## src/rtl/clint_pkg.sv

```systemverilog
// Shared encodings for the core-local interrupt sequencer: instruction
// patterns, CSR addresses, cause codes, FSM states and mstatus helpers.
package clint_pkg;

  localparam logic [31:0] INST_ECALL  = 32'h0000_0073;
  localparam logic [31:0] INST_EBREAK = 32'h0010_0073;
  localparam logic [31:0] INST_MRET   = 32'h3020_0073;

  localparam logic [11:0] CSR_MSTATUS = 12'h300;
  localparam logic [11:0] CSR_MEPC    = 12'h341;
  localparam logic [11:0] CSR_MCAUSE  = 12'h342;

  localparam logic [31:0] CAUSE_ECALL    = 32'd11;
  localparam logic [31:0] CAUSE_EBREAK   = 32'd3;
  localparam logic [31:0] CAUSE_INT_BASE = 32'h8000_0010;

  localparam logic [2:0] S_IDLE      = 3'd0;
  localparam logic [2:0] S_W_MEPC    = 3'd1;
  localparam logic [2:0] S_W_MSTATUS = 3'd2;
  localparam logic [2:0] S_W_MCAUSE  = 3'd3;
  localparam logic [2:0] S_W_MRET    = 3'd4;
  localparam logic [2:0] S_ASSERT    = 3'd5;

  // Trap entry: stash MIE into MPIE and mask further interrupts.
  function automatic logic [31:0] mstatus_enter(input logic [31:0] m);
    logic [31:0] r;
    r    = m;
    r[7] = m[3];
    r[3] = 1'b0;
    return r;
  endfunction

  // Trap return: restore MIE from MPIE and set MPIE.
  function automatic logic [31:0] mstatus_mret(input logic [31:0] m);
    logic [31:0] r;
    r    = m;
    r[3] = m[7];
    r[7] = 1'b1;
    return r;
  endfunction

endpackage

```

## src/rtl/clint.sv

```systemverilog
// Core-local interrupt/exception sequencer: holds the pipeline, writes
// mepc/mstatus/mcause, then redirects. Optional CLINT_EBREAK_EN makes ebreak trap.
module clint
  import clint_pkg::*;
#(
  parameter int INT_W = 8
) (
  input  logic             clk,
  input  logic             rst,
  input  logic [INT_W-1:0] int_flag_i,
  input  logic [31:0]      inst_i,
  input  logic [31:0]      inst_addr_i,
  input  logic             jump_flag_i,
  input  logic [31:0]      jump_addr_i,
  input  logic             div_started_i,
  input  logic [31:0]      csr_mtvec_i,
  input  logic [31:0]      csr_mepc_i,
  input  logic [31:0]      csr_mstatus_i,
  input  logic             global_int_en_i,
  output logic             hold_flag_o,
  output logic             we_o,
  output logic [11:0]      waddr_o,
  output logic [31:0]      data_o,
  output logic             int_assert_o,
  output logic [31:0]      int_addr_o
);

`ifdef CLINT_EBREAK_EN
  localparam logic EBREAK_EN = 1'b1;
`else
  localparam logic EBREAK_EN = 1'b0;
`endif

  logic [2:0]  state_q, state_d;
  logic [31:0] cause_q, cause_d;
  logic        we_q, we_d;
  logic [11:0] waddr_q, waddr_d;
  logic [31:0] data_q, data_d;
  logic        assert_q, assert_d;
  logic [31:0] addr_q, addr_d;

  logic        is_ecall;
  logic        is_ebreak;
  logic        sync_det;
  logic        int_det;
  logic        mret_det;
  logic        idle;
  logic [31:0] int_idx;

  assign is_ecall  = (inst_i == INST_ECALL);
  assign is_ebreak = EBREAK_EN && (inst_i == INST_EBREAK);
  assign sync_det  = (is_ecall || is_ebreak) && !jump_flag_i;
  assign int_det   = (|int_flag_i) && csr_mstatus_i[3] && global_int_en_i && !div_started_i;
  assign mret_det  = (inst_i == INST_MRET) && !jump_flag_i;
  assign idle      = (state_q == S_IDLE);

  // Descending scan so the lowest set line wins.
  always_comb begin
    int_idx = 32'd0;
    for (int i = INT_W - 1; i >= 0; i--) begin
      if (int_flag_i[i]) int_idx = 32'(i);
    end
  end

  assign hold_flag_o = !rst && (!idle || sync_det || int_det || mret_det);

  // Output registers carry the write for the state being entered, so each
  // state's cycle is exactly the cycle its CSR write is visible.
  always_comb begin
    state_d  = state_q;
    cause_d  = cause_q;
    we_d     = 1'b0;
    waddr_d  = 12'h000;
    data_d   = 32'h0;
    assert_d = 1'b0;
    addr_d   = 32'h0;
    case (state_q)
      S_IDLE: begin
        if (sync_det) begin
          state_d = S_W_MEPC;
          cause_d = is_ecall ? CAUSE_ECALL : CAUSE_EBREAK;
          we_d    = 1'b1;
          waddr_d = CSR_MEPC;
          data_d  = inst_addr_i;
        end else if (int_det) begin
          state_d = S_W_MEPC;
          cause_d = CAUSE_INT_BASE + int_idx;
          we_d    = 1'b1;
          waddr_d = CSR_MEPC;
          data_d  = jump_flag_i ? jump_addr_i : inst_addr_i;
        end else if (mret_det) begin
          state_d = S_W_MRET;
          we_d    = 1'b1;
          waddr_d = CSR_MSTATUS;
          data_d  = mstatus_mret(csr_mstatus_i);
        end
      end
      S_W_MEPC: begin
        state_d = S_W_MSTATUS;
        we_d    = 1'b1;
        waddr_d = CSR_MSTATUS;
        data_d  = mstatus_enter(csr_mstatus_i);
      end
      S_W_MSTATUS: begin
        state_d = S_W_MCAUSE;
        we_d    = 1'b1;
        waddr_d = CSR_MCAUSE;
        data_d  = cause_q;
      end
      S_W_MCAUSE: begin
        state_d  = S_ASSERT;
        assert_d = 1'b1;
        addr_d   = csr_mtvec_i;
      end
      S_W_MRET: begin
        state_d  = S_ASSERT;
        assert_d = 1'b1;
        addr_d   = csr_mepc_i;
      end
      S_ASSERT: state_d = S_IDLE;
      default:  state_d = S_IDLE;
    endcase
  end

  always_ff @(posedge clk) begin
    if (rst) begin
      state_q  <= S_IDLE;
      cause_q  <= 32'h0;
      we_q     <= 1'b0;
      waddr_q  <= 12'h000;
      data_q   <= 32'h0;
      assert_q <= 1'b0;
      addr_q   <= 32'h0;
    end else begin
      state_q  <= state_d;
      cause_q  <= cause_d;
      we_q     <= we_d;
      waddr_q  <= waddr_d;
      data_q   <= data_d;
      assert_q <= assert_d;
      addr_q   <= addr_d;
    end
  end

  assign we_o         = we_q;
  assign waddr_o      = waddr_q;
  assign data_o       = data_q;
  assign int_assert_o = assert_q;
  assign int_addr_o   = addr_q;

endmodule

```

## config.mk

```make
export PLATFORM = sky130hd
export DESIGN_NAME = clint
export DESIGN_NICKNAME = d
export VERILOG_FILES = /design/src/rtl/clint_pkg.sv /design/src/rtl/clint.sv
export SDC_FILE = /design/constraint.sdc
export NUM_CORES = 1
export LEC_CHECK = 0
export CAP_MARGIN = 20
export CORE_MARGIN = 3
export CORE_UTILIZATION = 35
export DETAILED_ROUTE_END_ITERATION = 16
export PLACE_DENSITY = 0.93
export RECOVER_POWER = 100
export SLEW_MARGIN = 20
export SYNTH_ARGS = -nofsm -noshare
export SYNTH_HDL_FRONTEND = slang
export SYNTH_SLANG_ARGS = --single-unit
```

## constraint.sdc

```tcl
create_clock -name clk -period 5.7 [get_ports clk]
set_input_delay 1.14 -clock clk [delete_from_list [all_inputs] [get_ports clk]]
set_output_delay 1.14 -clock clk [all_outputs]
set_load 0.005 [all_outputs]
```

* After elaboration in Yosys (flattened, before gate mapping)
Index checks and enable logic that the tools add are counted. W data, S select, Z words.
Word-level totals: bits in registers 113, latch bits 0, memory bits (writable) 0, bits in read-only memories 0, input port bits 205, output and inout port bits 79, logic and storage cells 64, memories kept 0
Cells by class: $add $sub $neg 1, $mul 0, divide/modulo/power cells 0, order comparisons 0, eq/ne operators 7, shift operators 0, mux-type cells 30, bitwise operators 0, reduce and logical (&&, ||, !) cells 19
Operator list (count):
- $mux W32 | 12
- $pmux W32 S3 | 1
- $pmux W32 S2 | 1
- $add A32 B32 Y32 const A | 1
- $eq A32 B30 Y1 const B | 1
- $eq A32 B7 Y1 const B | 1
- $mux W10 | 3
- $pmux W10 S3 | 1
- $mux W3 | 5
- $pmux W3 S4 | 1
- $reduce_or A8 Y1 | 1
- $eq A3 B2 Y1 const B | 2
- $logic_and A1 B1 Y1 | 6
- $logic_not A1 Y1 | 4
- $mux W1 | 4
- $mux W4 | 1
- $ne A4 B4 Y1 const B | 1
- $reduce_or A2 Y1 | 2
- $eq A3 B1 Y1 const B | 1
- $eq A3 B3 Y1 const B | 1
- $logic_not A3 Y1 | 1
- $logic_or A1 B1 Y1 | 3
- $pmux W1 S2 | 1
- $reduce_and A2 Y1 | 1
- $reduce_bool A2 Y1 | 1

* Longest topological paths before layout
Gate-level depths: netlist (run 1).
depth after elaboration 11, depth in mapped cells 8, mapped depth without buffers 5

* Least setup slack after synthesis (run 1)
Ideal clock, no wire load.
kind input -> output, start in jump_flag_i, end out hold_flag_o, arrival 2.246 ns, data required time 4.560 ns, slack 2.314 ns, cell stages on the path 6, path buffers 1, path through clkbuf_1 > and4bb_2 > nand4_4 > nor2_1 > nand2_1 > a31oi_1
Between the ends: word-level cells in the longest chain between the ends 6, elaborated cells on any way between the ends 7
RTL lines:
- start, declared | RTL line clint.sv:13 | input logic jump_flag_i,
- $logic_not A1 Y1 (*) | RTL line clint.sv:52, clint.sv:54
- $logic_and A1 B1 Y1 | RTL line clint.sv:52 | assign sync_det = (is_ecall || is_ebreak) && !jump_flag_i;
- $logic_or A1 B1 Y1 (2 in a row) | RTL line clint.sv:65 | assign hold_flag_o = !rst && (!idle || sync_det || int_det || mret_det);
- $logic_or A1 B1 Y1 (*) | RTL line clint.sv:65
- $logic_and A1 B1 Y1 (*) | RTL line clint.sv:65
- end, declared | RTL line clint.sv:20 | output logic hold_flag_o,
Every way passes the cells marked *; elsewhere a longest branch is shown, timed or not.

==> impl_metrics.json, run 1 <==
{
  "run_status": "finished with violations",
  "violations": "capacitance limit, slew limit",
  "fmax_mhz": 215,
  "crit_fanout": 45,
  "grt_pass1_wl_um": 23000,
  "cts_tree": "built",
  "r2r_start": "state_q[2]$_SDFFE_PP0P_",
  "worstSetupStartpointType": "primary input",
  "hpwl_um": 12400,
  "hold_violations": 0,
  "period_needed_ns": 4.65,
  "synth_area_um2": 3780,
  "synth-async-reset-ratio_pct": 0,
  "grt_max_degree": 46,
  "port_buffers": 276,
  "total_power_mw": 1.27,
  "overflow": 0,
  "clock_sinks": 77,
  "clk_latency_ns": 0.34,
  "finClkSkew_ns": 0.0125,
  "critPathMaxStageDelay_ns": 1.41,
  "place_inst": 821,
  "wl_per_cell_um": 19.0,
  "synth_edf_count": 0,
  "num_rows": 37,
  "grt_pass1_vias": 4466,
  "post-cts-setup-buffer-count": 0,
  "syn_area_per_cell_um2": 8.56,
  "yosys_warnings": 0,
  "path_class": "in -> reg",
  "gp_congestion": 0.838,
  "ys_ff_latch": 77,
  "fin_cells": 838,
  "die_w_um": 110,
  "synth_flop_cell": "dfxtp_1",
  "die_h_um": 110,
  "numCtsBuffers": 9,
  "cp.required_ns": 5.89,
  "cts.hold.buffers_added": 0,
  "ys_types": 44,
  "root_buffer": "clkbuf_8",
  "clk_pin_slew_worst_paths_ns": 0.09,
  "placed_cell_area_um2": 6570,
  "maxSlewViolCount": 85,
  "antenna_found_initial": 1,
  "viasPerCell": 5.46,
  "ant_nets": 0,
  "min_from": "cause_q[0]$_SDFFE_PP0P_",
  "area_growth_pct": 78.9,
  "place_ws_ns": 1.23,
  "ir_drop_uv": 107,
  "final_core_util_pct": 65.0,
  "critPathLaunch": "rst",
  "cts.path.max_buffers": 2,
  "hold_class": "reg -> reg",
  "cp_cell_sequence": "dlygate4sd3_1 -> clkbuf_1 -> nor2_1 -> nand2_1 -> clkbuf_1 -> o22ai_1",
  "coreArea_um2": 10400,
  "syn_inst": 442,
  "cap_viol_max_count": 2,
  "dieArea_um2": 12100,
  "tns_ns": 0,
  "tightest_slew_ns": 1.92,
  "power_density_nw_per_um2": 188,
  "drt_wl_total_um": 15900,
  "critPathCaptureType": "register",
  "fin_nets": 901,
  "ioPinCount": 284,
  "holdWs_ns": 0.486,
  "ys_seq_area_share_pct": 40.8,
  "cts-htree-levels": 3,
  "setup_viol": 0,
  "grt_setup_unrepaired": "false",
  "layout-drive-gt1-share_pct": 6.85,
  "max_slew_margin_pct": -28.3,
  "cts_resized": 0,
  "final.period_utilization_pct": 81.5,
  "via_count": 4575,
  "cp.arrival_ns": 4.83,
  "design_area_um2": 6770,
  "fin_ws_ns": 1.05,
  "leakagePower_nw": 2.61,
  "post-route-drc-count": 0,
  "drtIter0Drc": 343,
  "critPathSlowestCell": "clkbuf_1",
  "drt_first_pass_iters": 5,
  "start_util_pct": 36.3,
  "crit_path_frequent_cell": "clkbuf_1",
  "gr-usage-all-layers_pct": 24.5
}
==> path summary, 6_finish.rpt <==
check | end | slack (ns) | depth (start not counted)
worst max-delay path | data_o[29]$_SDFF_PP0_ | 1.05 | 6
worst min-delay path | cause_q[0]$_SDFFE_PP0P_ | 0.49 | 2
worst max register to register | data_o[29]$_SDFF_PP0_ | 3.21 | 7
worst min register to register | cause_q[0]$_SDFFE_PP0P_ | 0.49 | 2
==> flip-flops by register name, indices dropped and copies added (netlist names) <==
signal        flops
data_o           32
waddr_o           4
int_assert_o      1
cause_q           5
state_q           3
int_addr_o       32
==> cells by family (layout without fill, tap and decap cells) <==
kind of cell / Yosys count / count (layout) / synth area share [%]
multiplexers: 32 / 32 / 8.96
other: 1 / 8 / 0.0991
AO/OA/AOI/OAI: 138 / 138 / 25.0
flip-flops: 77 / 77 / 40.8
AND/OR/NAND/NOR: 143 / 143 / 18.4
buffers and inverters: 51 / 304 / 6.71
==> placed cells by master, fill, tap and decap left out, types with 3 or more instances in the layout <==
cell               n
dfxtp_1           77
a221oi_1           4
o22ai_1           17
nand3_1           16
conb_1             7
nand2_1           40
clkdlybuf4s50_1  201
a41oi_1            3
a22oi_1           52
o21ai_0            6
nor2_1            53
mux2_2            15
a31oi_1           13
inv_1              4
o211ai_1          17
clkbuf_8           9
a21oi_1           13
o21ai_1            7
nor2b_1            3
clkbuf_1           3
inv_6              3
mux2i_1           17
dlygate4sd3_1     74
nor3_1             9
buf_4              4
==> where the power goes <==
group          internal (mW)  leakage (nW)  switching, mW
registers              0.553         0.623        0.00585
logic                  0.181          1.89          0.104
clock network          0.208        0.0969          0.222
==> critical path: cells and delay by family <==
| family | cells | cell delay, ns |
|---|---|---|
| AO/OA/AOI/OAI | 1 | 0.22 |
| buffers and inverters | 3 | 2.77 |
| AND/OR/NAND/NOR | 2 | 0.69 |
==> synth_stat cells, types with 5 or more instances <==
cell type / number / area [µm²]
dfxtp_1: 77 / 1540
nor2_1: 54 / 203
a22oi_1: 52 / 390
nand2_1: 40 / 150
clkbuf_1: 29 / 109
mux2i_1: 17 / 170
o211ai_1: 17 / 128
o22ai_1: 17 / 106
nand3_1: 16 / 80.1
mux2_2: 15 / 169
a21oi_1: 13 / 65.1
a31oi_1: 13 / 81.3
nor3_1: 10 / 50.1
buf_4: 9 / 67.6
o21ai_1: 7 / 35.0
o21ai_0: 6 / 30.0
buf_2: 5 / 25.0
==> layer usage <==
metal	GRT usage (%)	share of wire, %	up-vias
met5	0	0	-
met4	10.3	2.9	0
met3	9.04	12	44
met2	44.8	51	282
met1	25.0	34	2117
li1	-	-	2132
==> area by class of cell <==
class | instances | area [µm²]
diodes | 1 | 2.50
flip-flops and latches | 77 | 1540
inverters | 4 | 15.0
fillers | 804 | 3650
clock buffers | 9 | 124
clock inverters | 7 | 80.1
repair buffers | 284 | 2810
well taps | 136 | 170
multi-input cells | 320 | 2020
Power figures use the tool's default switching activity.
==> run 2: changes to the inputs <==
--- a/config.mk
+++ b/config.mk
@@ -7,9 +7,9 @@
 export LEC_CHECK = 0
 export CAP_MARGIN = 20
 export CORE_MARGIN = 3
-export CORE_UTILIZATION = 35
+export CORE_UTILIZATION = 31
 export DETAILED_ROUTE_END_ITERATION = 16
-export PLACE_DENSITY = 0.93
+export PLACE_DENSITY = 0.88
 export RECOVER_POWER = 100
 export SLEW_MARGIN = 20
 export SYNTH_ARGS = -nofsm -noshare
==> constraint.sdc (replaced) <==
create_clock -name clk -period 4.1 [get_ports clk]
set_input_delay 0.82 -clock clk [delete_from_list [all_inputs] [get_ports clk]]
set_output_delay 0.82 -clock clk [all_outputs]
set_load 0.005 [all_outputs]
==> impl_metrics.json, run 2 (synthesis gave the netlist of run 1 again) <==
{
  "run_status": "finished with violations",
  "violations": "capacitance limit, slew limit",
  "reg2reg_slack_ns": 1.80,
  "root_buffer": "clkbuf_16",
  "cp_cell_sequence": "clkdlybuf4s50_1 -> nor4_1 -> nand3_1 -> nor2_1 -> nand2_1 -> a31oi_1 -> dlygate4sd3_1",
  "grt_setup_unrepaired": "false",
  "setup_viol": 0,
  "tightest_slew_ns": 1.94,
  "hold_violations": 0,
  "worstSetupStartpointType": "primary input",
  "combPwrFrac_pct": 19.9,
  "max_slew_margin_pct": -29.4,
  "post-cts-setup-buffer-count": 0,
  "drtIter0Drc": 531,
  "reg2reg_to": "data_o[3]$_SDFF_PP0_",
  "sw_frac_of_total_pct": 24.7,
  "clk_pin_slew_worst_paths_ns": 0.06,
  "via_count": 4556,
  "period_needed_ns": 3.90,
  "hold_class": "reg -> reg",
  "cts.hold.buffers_added": 0,
  "cp_top_family": "simple AND/OR/NAND/NOR gates",
  "fmax_mhz": 256,
  "gp_congestion": 0.879,
  "port_buffers": 276,
  "cts-htree-levels": 3,
  "fin_nets": 903,
  "coreArea_um2": 11700,
  "path_class": "in -> out",
  "crit_fanout": 5,
  "gr-usage-all-layers_pct": 21.7,
  "numCtsBuffers": 9,
  "overflow": 0,
  "p_switching_mw": 0.494,
  "placed_cell_area_um2": 6590,
  "mostFrequentLayoutCell": "clkdlybuf4s50_1",
  "ir_drop_uv": 216,
  "tns_ns": 0,
  "ioPinCount": 284,
  "num_rows": 39,
  "die_h_um": 116,
  "cts.path.max_buffers": 2,
  "hold_path_end": "cause_q[3]$_SDFFE_PP0P_",
  "die_w_um": 116,
  "antenna_cells": 0,
  "critPathSlowestCell": "dlygate4sd3_1",
  "layout-drive-gt1-share_pct": 7.40,
  "cellInternalPower_mw": 1.50,
  "leakagePower_nw": 2.68,
  "seqPwrFrac_pct": 39.0,
  "final.period_utilization_pct": 95.1,
  "critPathCaptureType": "output port",
  "area_growth_pct": 82.2,
  "post-route-drc-count": 0,
  "design_area_um2": 6890,
  "reg2reg_depth": 6,
  "viasPerCell": 5.39,
  "grt_max_degree": 46,
  "ant_nets": 0,
  "hpwl_um": 11900,
  "cp.required_ns": 3.28,
  "final_cell_mix": "202 x clkdlybuf4s50_1, 77 x dfxtp_1, 73 x dlygate4sd3_1, 53 x nor2_1, 52 x a22oi_1",
  "cap_viol_max_count": 1,
  "antenna_found_initial": 0,
  "finClkSkew_ns": 0.00877,
  "maxSlewViolCount": 46,
  "grt_pass1_wl_um": 22600,
  "r2r_start": "state_q[2]$_SDFFE_PP0P_",
  "power_density_nw_per_um2": 290,
  "cp.arrival_ns": 3.08,
  "critPathMaxStageDelay_ns": 0.60,
  "clock_power_share_pct": 41.1,
  "final_core_util_pct": 59.1,
  "min_from": "cause_q[3]$_SDFFE_PP0P_",
  "grt_pass1_vias": 4549,
  "wl_per_cell_um": 18.5,
  "start_util_pct": 32.4,
  "cts_resized": 0,
  "dieArea_um2": 13600,
  "cp_num_buf_inv": 2,
  "clock_sinks": 77,
  "cts_tree": "built",
  "drt_first_pass_iters": 5,
  "clk_latency_ns": 0.34,
  "drt_wl_total_um": 15600,
  "hold_path_depth": 2
}
run 2: changes by cell type in the layout (fill, tap and decap cells not counted), moves of 2 or more:
cell / before / now
clkbuf_16: 0 / 9
clkbuf_8: 9 / 0
buf_4: 4 / 9
clkbuf_1: 3 / 1
run 2: worst max path at each step:
stage / cells past startpoint / slack [ns] / end / startpoint
after floorplan: 6 / 1.35 / hold_flag_o / jump_flag_i
after global placement: 7 / 0.41 / hold_flag_o / inst_i[12]
after detailed placement: 7 / 0.29 / hold_flag_o / inst_i[14]
after CTS: 7 / 0.27 / hold_flag_o / inst_i[14]
after global routing: 7 / 0.07 / hold_flag_o / inst_i[14]
final: 7 / 0.20 / hold_flag_o / inst_i[14]
run 2: cell type report:
type | instances | area, µm²
Fill cell | 929 | 4770
Clock buffer | 9 | 225
Sequential cell | 77 | 1540
Clock inverter | 7 | 80.1
Inverter | 4 | 15.0
Tap cell | 143 | 179
Timing Repair Buffer | 286 | 2830
Multi-Input combinational cell | 320 | 2020
run 2: per-stage QoR:
stage | total power [mW] | hold slack [ns] | setup slack [ns] | instances
after floorplan | 0.924 | 0.446 | 1.35 | 448
after global placement | 1.19 | 0.458 | 0.415 | 830
after detailed placement | 1.20 | 0.472 | 0.293 | 830
after CTS | 2.03 | 0.488 | 0.267 | 846
after global routing | 2.08 | 0.527 | 0.0654 | 846
final | 2.00 | 0.487 | 0.199 | 846
run 2: worst register-to-register path: stages, from the launching register on:
cell	delay, ns
dfxtp_1	0.43
nor3_1	0.34
buf_4	0.24
nand4_1	0.16
nor4_4	0.67
a221oi_1	0.19
a21oi_1	0.20
run 2: power by group through the flow:
stage               logic, mW  registers, mW  clock network, mW
floorplan               0.128          0.796                  0
global placement        0.395          0.795                  0
detailed placement      0.402          0.796                  0
CTS                     0.405          0.779              0.851
global route            0.424          0.780              0.875
finish                  0.398          0.778              0.822
run 2: per-layer routing:
layer / GRT usage, % / up-vias / part of all wire, %
met5: 0 / - / 0
met4: 8.82 / 0 / 1.9
met3: 6.79 / 27 / 11
met2: 38.5 / 287 / 50
met1: 23.9 / 2092 / 37
li1: - / 2150 / -
